**config.mk**
```make
export PLATFORM = sky130hd
export DESIGN_NAME = sb_stream_lane_alu
export DESIGN_NICKNAME = d
export VERILOG_FILES = /design/src/rtl/sb_lane_alu_pkg.sv /design/src/rtl/sb_skid_buf.sv /design/src/rtl/sb_stream_lane_alu.sv
export SDC_FILE = /design/constraint.sdc
export NUM_CORES = 2
export LEC_CHECK = 0
export CORE_ASPECT_RATIO = 2
export CORE_MARGIN = 1.5
export CORE_UTILIZATION = 55
export CTS_CLUSTER_DIAMETER = 30
export DETAILED_ROUTE_END_ITERATION = 12
export DONT_BUFFER_PORTS = 1
export PLACE_DENSITY = 0.7
export SLEW_MARGIN = 0
export SYNTH_ARGS = -nofsm -noshare
export SYNTH_HDL_FRONTEND = slang
export SYNTH_SLANG_ARGS = --single-unit
export TNS_END_PERCENT = 50
```
**constraint.sdc**
```tcl
create_clock -name clk -period 12.49 [get_ports clk]
set_input_delay 3.747 -clock clk [delete_from_list [all_inputs] [get_ports clk]]
set_output_delay 3.747 -clock clk [all_outputs]
set_load 0.02 [all_outputs]
```
**src/rtl/sb_lane_alu_pkg.sv**
```systemverilog
// Shared types for the stream lane ALU: operation encoding, captured per-packet
// configuration and the single-lane operation used by the datapath.
package sb_lane_alu_pkg;

  localparam int unsigned LW_MAX     = 64;
  localparam int unsigned LANES_MAX  = 64;
  localparam int unsigned LANE_IDX_W = $clog2(LANES_MAX);

  typedef enum logic [1:0] {
    OP_PASS = 2'd0,
    OP_ADD  = 2'd1,
    OP_SUB  = 2'd2,
    OP_XOR  = 2'd3
  } op_e;

  // Sized for the widest supported lane/lane-count; narrower builds zero-fill.
  typedef struct packed {
    op_e                  op;
    logic [LW_MAX-1:0]    operand;
    logic [LANES_MAX-1:0] mask;
  } cfg_t;

  function automatic logic [LW_MAX-1:0] lane_op(input cfg_t                  cfg,
                                                input logic [LANE_IDX_W-1:0] lane,
                                                input logic [LW_MAX-1:0]     a);
    logic [LW_MAX-1:0] r;
    r = a;
    if (cfg.mask[lane]) begin
      case (cfg.op)
        OP_ADD:  r = a + cfg.operand;
        OP_SUB:  r = a - cfg.operand;
        OP_XOR:  r = a ^ cfg.operand;
        default: r = a;
      endcase
    end
    return r;
  endfunction

endpackage

```
**src/rtl/sb_skid_buf.sv**
```systemverilog
// Generic two-register skid buffer (output register plus one skid register);
// in_ready is a pure register so no combinational path crosses the buffer.
module sb_skid_buf #(
  parameter int unsigned W = 8
) (
  input  logic         clk,
  input  logic         nreset,
  input  logic [W-1:0] in_payload,
  input  logic         in_valid,
  output logic         in_ready,
  output logic [W-1:0] out_payload,
  output logic         out_valid,
  input  logic         out_ready
);

  logic [W-1:0] skid_payload;
  logic         skid_valid;
  logic         accept;

  assign accept   = in_valid & in_ready;
  assign in_ready = ~skid_valid;

  // Output slot frees up when empty or draining; skid contents take priority
  // (no accept can be pending while the skid is full).
  always_ff @(posedge clk or negedge nreset) begin
    if (!nreset) begin
      out_payload  <= '0;
      out_valid    <= 1'b0;
      skid_payload <= '0;
      skid_valid   <= 1'b0;
    end else if (!out_valid || out_ready) begin
      if (skid_valid) begin
        out_payload <= skid_payload;
        out_valid   <= 1'b1;
        skid_valid  <= 1'b0;
      end else if (accept) begin
        out_payload <= in_payload;
        out_valid   <= 1'b1;
      end else begin
        out_valid   <= 1'b0;
      end
    end else if (accept) begin
      skid_payload <= in_payload;
      skid_valid   <= 1'b1;
    end
  end

endmodule

```
**src/rtl/sb_stream_lane_alu.sv**
```systemverilog
// Per-lane runtime ALU on a switchboard stream with per-packet config capture.
// Optional statistics counters are built when SB_LANE_ALU_STATS_EN is defined.
module sb_stream_lane_alu
  import sb_lane_alu_pkg::*;
#(
  parameter int unsigned DW    = 256,
  parameter int unsigned LW    = 64,
  parameter int unsigned DESTW = 32,
  localparam int unsigned LANES = DW / LW
) (
  input  logic             clk,
  input  logic             nreset,
  input  logic [1:0]       cfg_op,
  input  logic [LW-1:0]    cfg_operand,
  input  logic [LANES-1:0] cfg_lane_mask,
  input  logic [DW-1:0]    in_data,
  input  logic [DESTW-1:0] in_dest,
  input  logic             in_last,
  input  logic             in_valid,
  output logic             in_ready,
  output logic [DW-1:0]    out_data,
  output logic [DESTW-1:0] out_dest,
  output logic             out_last,
  output logic             out_valid,
  input  logic             out_ready,
  output logic             done
`ifdef SB_LANE_ALU_STATS_EN
  ,
  output logic [31:0]      stat_beats,
  output logic [31:0]      stat_pkts
`endif
);

  localparam int unsigned PW = DW + DESTW + 1;

  logic              accept;
  logic              sop;
  cfg_t              cfg_new;
  cfg_t              cfg_q;
  cfg_t              cfg_eff;
  logic [DW-1:0]     xdata;
  logic [LW_MAX-1:0] lane_in;
  logic [LW_MAX-1:0] lane_out;
  logic [PW-1:0]     out_payload;

  assign accept = in_valid & in_ready;

  always_comb begin
    cfg_new                  = '0;
    cfg_new.op               = op_e'(cfg_op);
    cfg_new.operand[LW-1:0]  = cfg_operand;
    cfg_new.mask[LANES-1:0]  = cfg_lane_mask;
  end

  // First beat of a packet sees the live config; later beats the captured copy.
  assign cfg_eff = sop ? cfg_new : cfg_q;

  always_comb begin
    xdata    = in_data;
    lane_in  = '0;
    lane_out = '0;
    for (int unsigned i = 0; i < LANES; i++) begin
      lane_in           = '0;
      lane_in[LW-1:0]   = in_data[i*LW +: LW];
      lane_out          = lane_op(cfg_eff, LANE_IDX_W'(i), lane_in);
      xdata[i*LW +: LW] = lane_out[LW-1:0];
    end
  end

  always_ff @(posedge clk or negedge nreset) begin
    if (!nreset) begin
      sop   <= 1'b1;
      cfg_q <= '0;
      done  <= 1'b0;
    end else if (accept) begin
      sop <= in_last;
      if (sop) begin
        cfg_q <= cfg_new;
      end
      if (&in_data) begin
        done <= 1'b1;
      end
    end
  end

  sb_skid_buf #(
    .W (PW)
  ) u_skid (
    .clk         (clk),
    .nreset      (nreset),
    .in_payload  ({xdata, in_dest, in_last}),
    .in_valid    (in_valid),
    .in_ready    (in_ready),
    .out_payload (out_payload),
    .out_valid   (out_valid),
    .out_ready   (out_ready)
  );

  assign {out_data, out_dest, out_last} = out_payload;

`ifdef SB_LANE_ALU_STATS_EN
  always_ff @(posedge clk or negedge nreset) begin
    if (!nreset) begin
      stat_beats <= '0;
      stat_pkts  <= '0;
    end else if (accept) begin
      stat_beats <= stat_beats + 32'd1;
      if (in_last) begin
        stat_pkts <= stat_pkts + 32'd1;
      end
    end
  end
`endif

endmodule

```
==> results.cfg <==
[clock_tree]
cts_hold_buf = 0
cts_resized = 0
cts_buffer_depth = 3
worstSkewPairLatency_ns = 0.78
numCtsBuffers = 92
cts.sinks = 652
cts_tree = done
htreeDepth = 3
cts_setup_buffers = 0
clockRootBuffer = clkbuf_16
clkTransAtPathRegs_ns = 0.05

[floorplan]
die_x_um = 227
die_h_um = 451
core_region_area_mm2 = 0.0997
num_rows = 164
io_pins = 655
start_util_pct = 55.3
die_area_mm2 = 0.102

[setup_path]
critPathRequiredTime_ns = 13.11
worstPathMaxFanout = 21
crit_path_end_kind = flip-flop
path_class = in2reg
reg2regPathDepth = 26
r2r_slack_ns = 3.51
worst_r2r_startpoint = sop
arrival_ns = 11.52
rr_endpoint = u_skid.out_payload[141]
crit_path_start_kind = primary input

[sta]
worst_pin_slew_ns = 3.60
timing.hold.ws_ns = 0.474
slew_headroom_pct = -140
grt_setup_unrepaired = false
tns_ns = 0
min_period_ns = 10.90
max_freq_mhz = 91.7
period_share_pct = 87.3
finalMaxSlewViolations = 400
clock_skew_ns = 0.0732
hold_violations = 0
setup_viol_count_final = 0

[global_routing]
met1_usage_pct = 49.1
grtUsageMet3_pct = 23.2
grt_pass1_wl_um = 393000
first_global_vias = 56634
grt.busiest_layer = met2
grt_max_degree = 653
grt.overflow.total = 0
antenna_found_initial = 17
use_met2_pct = 81.0
grtUsageTotal_pct = 53.5

[final_layout]
layout_commonest_cell = nand2_1
nets = 7322
stdcell_count = 8301
seqCellArea_mm2 = 0.0163
fillers = 9189
multiInputGateArea_mm2 = 0.0361
final_area_mm2 = 0.0593
final_cell_mix = 961 x nand2_1, 713 x o21ai_0, 650 x dfrtp_1
drive_gt1_share_pct = 8.59
area_growth_pct = 7.57

[place]
gp_congestion = 1.10
portBuffers = 0
place_area_mm2 = 0.0560
dp_hpwl_um = 208000
post-place-cells = 8117

[logic_synthesis]
synth_edf_count = 0
syn_nets = 7680
dominantRegCellSynth = dfrtp_1
synth_cells = 7245
synth_cell_type_count = 126
ys.warnings.count = 0
ys_async_sr_fraction_pct = 100
synth_area_per_cell_um2 = 7.61
post_synth_instance_area_mm2 = 0.0552
synth_seq_area_share_pct = 29.6
ys_seq_elements = 652

[power_and_ir_drop]
p_per_area_mw_per_mm2 = 264
ir_worst_vdd_uv = 198
p_leak_uw = 0.0250

[drt]
wl_per_cell_um = 33.1
vias_per_cell = 7.10
final_antenna_net_count = 0
routed_wl_um = 275000
drc_errors = 0
drtPass1Iterations = 11
drt_iter0_drc = 7418
vias = 58937

[outcome]
violations = max-slew violations
status = finished with violations

[hold_path]
holdPathStages = 2
min_to = u_skid.skid_payload[285]
hold_class = reg2reg
holdCritStartpoint = u_skid.skid_payload[285]

[job]
drv_cap = 0
==> state kept, by name (all words and copies together) (netlist names) <==
register and count:
sop 1, u_skid.skid_payload 289, u_skid.out_valid 1, cfg_q 70, done 1, u_skid.skid_valid 1, u_skid.out_payload 289
==> worst max path at each step <==
stage	start	depth (start not counted)	to	slack, ns
global placement	cfg_op[0]	26	u_skid.out_payload[141]	1.22
CTS	cfg_op[0]	26	u_skid.out_payload[141]	1.84
detailed placement	cfg_op[0]	26	u_skid.out_payload[141]	1.12
finish	cfg_op[0]	26	u_skid.out_payload[141]	1.59
global route	cfg_op[0]	27	u_skid.out_payload[157]	1.42
floorplan	cfg_op[0]	32	u_skid.out_payload[141]	1.47
==> synthesized netlist by cell type, drive strengths merged, types with 94 or more instances <==
| master | number | area share (%) |
|---|---|---|
| a21oi | 617 | 5.7 |
| nand4 | 103 | 1.2 |
| a31oi | 144 | 1.6 |
| nand3 | 94 | 0.86 |
| o21ai | 756 | 6.9 |
| nand2 | 965 | 6.6 |
| mux2i | 122 | 2.2 |
| clkbuf | 547 | 3.7 |
| a222oi | 169 | 3.1 |
| maj3 | 178 | 3.3 |
| xnor2 | 280 | 4.5 |
| inv | 120 | 0.82 |
| nor2 | 611 | 4.2 |
| xor2 | 114 | 1.8 |
| dfrtp | 651 | 30 |
| nor3 | 387 | 3.5 |
| a21o | 228 | 3.1 |
| buf | 106 | 1.0 |
==> through the flow <==
step                utilization (%)  worst slack [ns]  power [uW]
global route                   59.5              1.42       16300
floorplan                         -              1.47        9530
global placement               56.1              1.22       12300
finish                         59.5              1.59       15700
CTS                            59.4              1.84       15200
detailed placement             56.1              1.12       12400
==> worst max-delay path: stages <==
cell and delay, ns:
mux2i_1 0.39, ha_2 0.63, inv_1 0.46, nor2_1 0.20, a21oi_1 0.05, buf_4 0.24
fa_1 0.41, a21o_1 0.17, a21oi_1 0.28, o21bai_1 0.16, a41o_1 0.27, maj3_1 0.39
maj3_1 0.38, o2111ai_1 0.64, a21oi_1 0.26, o21a_1 0.24, nor3_1 0.41, o21bai_1 0.20
nor2b_1 0.24, o21ai_1 0.16, maj3_1 0.38, xnor2_1 0.28, mux2i_1 0.13, a222oi_1 0.34
o21ai_0 0.13, mux2_2 0.28
==> layer usage <==
metal,vias to the layer above,share of wire [%]
met1,27603,29
met2,3937,43
li1,25760,-
met3,1633,12
met5,-,0.0095
met4,4,15
==> kinds of logic (layout without fill, tap and decap cells) <==
logic type	Yosys count	after routing	share of synthesized area (%)
xor+xnor	416	416	7.24
flops	652	652	29.6
fa+ha+maj	250	250	4.97
simple gates	2620	2620	22.0
buf+inv	773	490	5.55
mux	150	150	2.81
other cells	0	11	0
compound gates	2384	2384	27.8
==> final cells by class <==
cell class                 instances  area share (%)
multi-input combinational       5820            60.8
sequential                       652            27.5
clock buffer                     108            4.07
tap                             1328            2.80
timing repair buffer             201            2.63
clock inverter                    61            1.40
inverter                         120           0.763
antenna                           11          0.0464
==> power by group <==
group	leakage, uW	total [uW]	switching [uW]	internal (uW)
clock network	0.00156	2770	1180	1590
registers	0.00802	4010	1110	2900
logic	0.0154	8900	5870	3030
total	0.0250	15700	8160	7520
Power figures use the tool's default switching activity.
